[src/rtl/pixel_pack.sv]
`default_nettype none
// ============================================================================
//  pixel_pack : packs pairs of 32-bit sensor beats into 64-bit words, emits
//               record/end_line/end_frame strobes, flags geometry errors.
//  Rev 1.0
// ============================================================================
module pixel_pack #(
  parameter int WORDS_PER_LINE  = 240,
  parameter int LINES_PER_FRAME = 1920
) (
  input  logic        pclock,
  input  logic        reset,
  input  logic        frame_valid,
  input  logic        line_valid,
  input  logic [31:0] pix_in,
  output logic        record,
  output logic        end_line,
  output logic        end_frame,
  output logic [63:0] data_out,
  output logic        line_err,
  output logic        frame_err
);

  localparam logic [7:0]  C_WPL = 8'(WORDS_PER_LINE);
  localparam logic [10:0] C_LPF = 11'(LINES_PER_FRAME);

  typedef enum logic [1:0] {
    ARM   = 2'd0,
    IDLE  = 2'd1,
    FRAME = 2'd2,
    LINE  = 2'd3
  } state_t;

  state_t      state_q, state_d;
  logic        phase_q, phase_d;
  logic [31:0] hold_q, hold_d;
  logic [7:0]  word_cnt_q, word_cnt_d;
  logic [10:0] line_cnt_q, line_cnt_d;
  logic        record_q, record_d;
  logic        end_line_q, end_line_d;
  logic        end_frame_q, end_frame_d;
  logic [63:0] data_q, data_d;
  logic        line_err_q, line_err_d;
  logic        frame_err_q, frame_err_d;

  logic [10:0] line_cnt_inc;
  logic        line_bad;

  always_comb begin
    state_d      = state_q;
    phase_d      = phase_q;
    hold_d       = hold_q;
    word_cnt_d   = word_cnt_q;
    line_cnt_d   = line_cnt_q;
    record_d     = 1'b0;
    end_line_d   = 1'b0;
    end_frame_d  = 1'b0;
    data_d       = data_q;
    line_err_d   = line_err_q;
    frame_err_d  = frame_err_q;

    line_cnt_inc = (line_cnt_q == 11'h7FF) ? line_cnt_q : line_cnt_q + 11'd1;
    line_bad     = phase_q || (word_cnt_q != C_WPL);

    case (state_q)
      ARM: begin
        // Only arm once a frame boundary has been seen, never mid-frame
        if (!frame_valid) state_d = IDLE;
      end
      IDLE: begin
        if (frame_valid) begin
          state_d    = FRAME;
          line_cnt_d = 11'd0;
          phase_d    = 1'b0;
        end
      end
      FRAME: begin
        if (!frame_valid) begin
          end_frame_d = 1'b1;
          state_d     = IDLE;
          if (line_cnt_q != C_LPF) frame_err_d = 1'b1;
        end else if (line_valid) begin
          state_d    = LINE;
          word_cnt_d = 8'd0;
          hold_d     = pix_in;
          phase_d    = 1'b1;
        end
      end
      LINE: begin
        if (!frame_valid || !line_valid) begin
          // Line closes; a dangling half-word is dropped and counts as an error
          line_cnt_d = line_cnt_inc;
          phase_d    = 1'b0;
          if (line_bad) line_err_d = 1'b1;
          if (!frame_valid) begin
            end_frame_d = 1'b1;
            state_d     = IDLE;
            if (line_cnt_inc != C_LPF) frame_err_d = 1'b1;
          end else begin
            end_line_d = 1'b1;
            state_d    = FRAME;
          end
        end else if (!phase_q) begin
          hold_d  = pix_in;
          phase_d = 1'b1;
        end else begin
          data_d     = {pix_in, hold_q};
          record_d   = 1'b1;
          phase_d    = 1'b0;
          word_cnt_d = (word_cnt_q == 8'hFF) ? word_cnt_q : word_cnt_q + 8'd1;
        end
      end
      default: state_d = ARM;
    endcase
  end

  always_ff @(posedge pclock) begin
    if (reset) begin
      state_q     <= ARM;
      phase_q     <= 1'b0;
      hold_q      <= 32'd0;
      word_cnt_q  <= 8'd0;
      line_cnt_q  <= 11'd0;
      record_q    <= 1'b0;
      end_line_q  <= 1'b0;
      end_frame_q <= 1'b0;
      data_q      <= 64'd0;
      line_err_q  <= 1'b0;
      frame_err_q <= 1'b0;
    end else begin
      state_q     <= state_d;
      phase_q     <= phase_d;
      hold_q      <= hold_d;
      word_cnt_q  <= word_cnt_d;
      line_cnt_q  <= line_cnt_d;
      record_q    <= record_d;
      end_line_q  <= end_line_d;
      end_frame_q <= end_frame_d;
      data_q      <= data_d;
      line_err_q  <= line_err_d;
      frame_err_q <= frame_err_d;
    end
  end

  assign record    = record_q;
  assign end_line  = end_line_q;
  assign end_frame = end_frame_q;
  assign data_out  = data_q;
  assign line_err  = line_err_q;
  assign frame_err = frame_err_q;

endmodule
`default_nettype wire

[config.mk]
export PLATFORM = sky130hd
export DESIGN_NAME = pixel_pack
export DESIGN_NICKNAME = d
export VERILOG_FILES = /design/src/rtl/pixel_pack.sv
export SDC_FILE = /design/constraint.sdc
export NUM_CORES = 1
export LEC_CHECK = 0
export ABC_AREA = 0
export CORE_MARGIN = 4
export CORE_UTILIZATION = 42
export CTS_CLUSTER_DIAMETER = 60
export DETAILED_ROUTE_END_ITERATION = 10
export PLACE_DENSITY_LB_ADDON = 0.3
export SLEW_MARGIN = 20
export SYNTH_ARGS = -nofsm -noshare
export SYNTH_HDL_FRONTEND = slang
export SYNTH_SLANG_ARGS = --single-unit
export TNS_END_PERCENT = 1
[constraint.sdc]
create_clock -name pclock -period 2.7 [get_ports pclock]
set_clock_uncertainty 0.15 [all_clocks]
set_input_delay 0.54 -clock pclock [delete_from_list [all_inputs] [get_ports pclock]]
set_output_delay 0.54 -clock pclock [all_outputs]
set_load 0.01 [all_outputs]
==> impl_results.md <==
- P per Cell Area: 613.2 nW/µm²
- Maximum vdd ir drop: 0.3620 mV
- Ranking of synthesized cells by area: dfxtp_1, nand2_1, a21oi_1
- Lkg Pwr: 2.172 nW
- Core ar.: 10,940 µm²
- Initial antenna violation count: 0
- Clock root cell: clkbuf_16
- Sequential share of power: 0.458
- Die area: 13,080 µm²
- RR Startpoint: line_cnt_q[0]
- FILL cells: 992
- Drt drc: 0
- Drt pass-1 iters: 5
- Fin area: 6524 µm²
- CP max FO: 8
- R2R Setup Slk: 0.38 ns
- Synth Net Count: 649
- Clock tree sinks: 123
- Worst hold path class: register to register
- Max-cap violations: 0
- Dpl ws: 0.2090 ns
- Hold_buf cts: 0
- Fmax: 431.9 MHz
- Hold Startpoint: data_out[14]
- # nets final: 747
- Min Tclk post-route: 2.315 ns
- CTS HTree Levels: 4
- Share of the synthesized area in the top cell type: 0.5182
- Die X: 114.4 µm
- Reg2Reg Depth: 6
- Final Max Tran Viols: 0
- Pin count of the biggest net entering global routing: 47
- Cell variety after synth: 39
- Vias per Instance: 5.134
- Crit path DAT: 2.45 ns
- Starting Density: 0.4346
- Remaining global-route overflow: 0
- First-pass GRT wire length: 20.24 mm
- Die span in y: 114.4 µm
- Startpoint types: register
- I/O pin cnt: 105
- CTS resizes: 0
- Worst Hold End: data_out[14]
- Worst hold stages: 2
- Clk pwr share: 0.508
- Initial drt markers: 236
- Syn Inst Count: 609
- Ant diodes: 0
- CTS tree: yes
- Worst Max-Slew Pin Slew: 0.5742 ns
- Worst rel slew slack: 0.6073
- Status: completed
- Max Buffers Root-to-Sink: 2
- PortBufs: 104
- Sw frac: 0.2064
- All-Layer GR Usage: 0.1927
- Post-Route WL: 12.04 mm
- Final setup fails: 0
- Synth warnings: 0
- Post-route insts no fill: 860
- Power Total: 4.000 mW
- Setup TNS Final: 0 ns
- Fin crit share: 0.8575
- Layout area overhead: 37.28%
- Hold WS: 0.3013 ns
- Final Worst Setup Slack: 0.3848 ns
- Antenna Nets Post-Route: 0
- Combinational power share: 0.034
- Drt wl/cell: 14.00 µm
- Synth Register Bits: 123
- P_int: 3.175 mW
- FF-to-FF End: frame_err
- Seq/Total Area, Yosys: 0.5182
- DR vias: 4,415
- DP Wirelength: 8.247 mm
- Postcts setup bufs: 0
- Area leader, netlist: dfxtp_1
- Worst skew pair latency: 0.41 ns
- P_sw: 0.8256 mW
- Fraction of layout cells with a size suffix above 1: 0.07361
- CTS buffer count: 17
- RSZ-0062 raised after global routing: false
- Placed cell count: 828
- Vias in the first global route: 4,304
- Fin. Hold Viols: 0
- Cell area after placement: 5979 µm²
- FP Rows: 38
- Crit end category: register
- Final core occ: 0.5966
- Worst path required time: 2.83 ns
- RePlAce Congestion: 0.7919
- Clk slew on worst S/H paths: 0.05 ns
- Syn Area/Cell: 7.803 µm²
- Critical setup path kind: register to register
- Cell area after synthesis: 4752 µm²
## critical path, stage by stage, from the launching register on
cell and delay [ns]:
dfxtp_1 0.46, ha_1 0.23, nand3_1 0.10, or3_1 0.39
or3_1 0.33, a2111oi_2 0.40, a211oi_1 0.12
## layout make-up
cell class,count,area [µm²],share of cell area
Inverter,6,22.52,0.003452
Multi-Input combinational cell,438,2128,0.3262
Clock buffer,25,505.5,0.07748
Timing Repair Buffer,121,1191,0.1826
Sequential cell,123,2462,0.3774
Tap cell,140,175.2,0.02685
Clock inverter,7,38.79,0.005946
## cells in the mapped netlist, drive strengths merged
library cell,count
a32oi,1
nor2,30
o21ai,10
mux2i,3
or4,1
inv,6
o21bai,1
dfxtp,123
nand4,4
a2bb2oi,2
a31o,1
and2,2
a41oi,1
a311oi,2
a21oi,110
buf,9
and3,3
a22oi,3
xor2,1
nand3,12
nor3,3
a31oi,5
a211oi,4
nand4bb,1
o31a,1
or3,2
and4,1
nand2,206
nand2b,6
a2111oi,4
a21o,2
nand3b,1
ha,4
clkbuf,33
nor4,3
xnor2,8
## sequential cells by signal (all words and copies together), names as in the netlist
name and cells:
state_q 2, hold_q 32, word_cnt_q 8, end_line 1, end_frame 1, line_cnt_q 11
record 1, phase_q 1, line_err 1, data_out 64, frame_err 1
## placed cells by master (no fill, tap or decap), types with 8 or more instances in the layout
| master | netlist | layout |
|---|---|---|
| clkbuf_16 | 0 | 17 |
| dfxtp_1 | 123 | 123 |
| xnor2_1 | 8 | 8 |
| a21oi_1 | 110 | 109 |
| clkdlybuf4s50_1 | 0 | 103 |
| o21ai_0 | 10 | 10 |
| nand3_1 | 12 | 11 |
| nand2_1 | 206 | 206 |
| buf_4 | 0 | 16 |
| nor2_1 | 30 | 29 |
## routing by layer
| layer | global-route usage | vias to the layer above | share of wire |
|---|---|---|---|
| li1 | - | 2225 | - |
| met5 | 0 | - | 0 |
| met3 | 0.07188 | 17 | 0.068 |
| met4 | 0.07601 | 0 | 0.015 |
| met1 | 0.2274 | 2059 | 0.43 |
| met2 | 0.3177 | 114 | 0.49 |
## worst max path at each step
| stage | slack (ns) | cells after the start | startpoint | end |
|---|---|---|---|---|
| 3_3_place_gp | 0.28 | 5 | line_valid | word_cnt_q[5] |
| 5_1_grt | 0.25 | 6 | line_cnt_q[0] | frame_err |
| 4_1_cts | 0.39 | 6 | line_cnt_q[0] | frame_err |
| 2_1_floorplan | 0.53 | 6 | line_cnt_q[0] | frame_err |
| 6_report | 0.38 | 6 | line_cnt_q[0] | frame_err |
| 3_5_place_dp | 0.21 | 7 | line_valid | data_out[22] |
## logic make-up (layout without fill, tap and decap cells)
kind of cell               count (synthesis)  count (layout)  share of synthesized area
buffers and inverters                     48             159                    0.03897
AOI/OAI and AO/OA                        147             147                     0.1722
adders and majority gates                  4               4                    0.01053
muxes                                      3               3                   0.006319
and+or+nand+nor                          275             275                     0.2372
DFF                                      123             123                     0.5182
xor gates and xnor gates                   9               9                    0.01659
## power groups by stage
stage,clock network (mW),registers (mW),logic [mW]
floorplan,0,1.87,0.0542
global placement,0,1.87,0.133
detailed placement,0,1.87,0.134
CTS,2.08,1.83,0.134
global route,2.17,1.83,0.147
finish,2.03,1.83,0.134
Power figures use the tool's default switching activity.
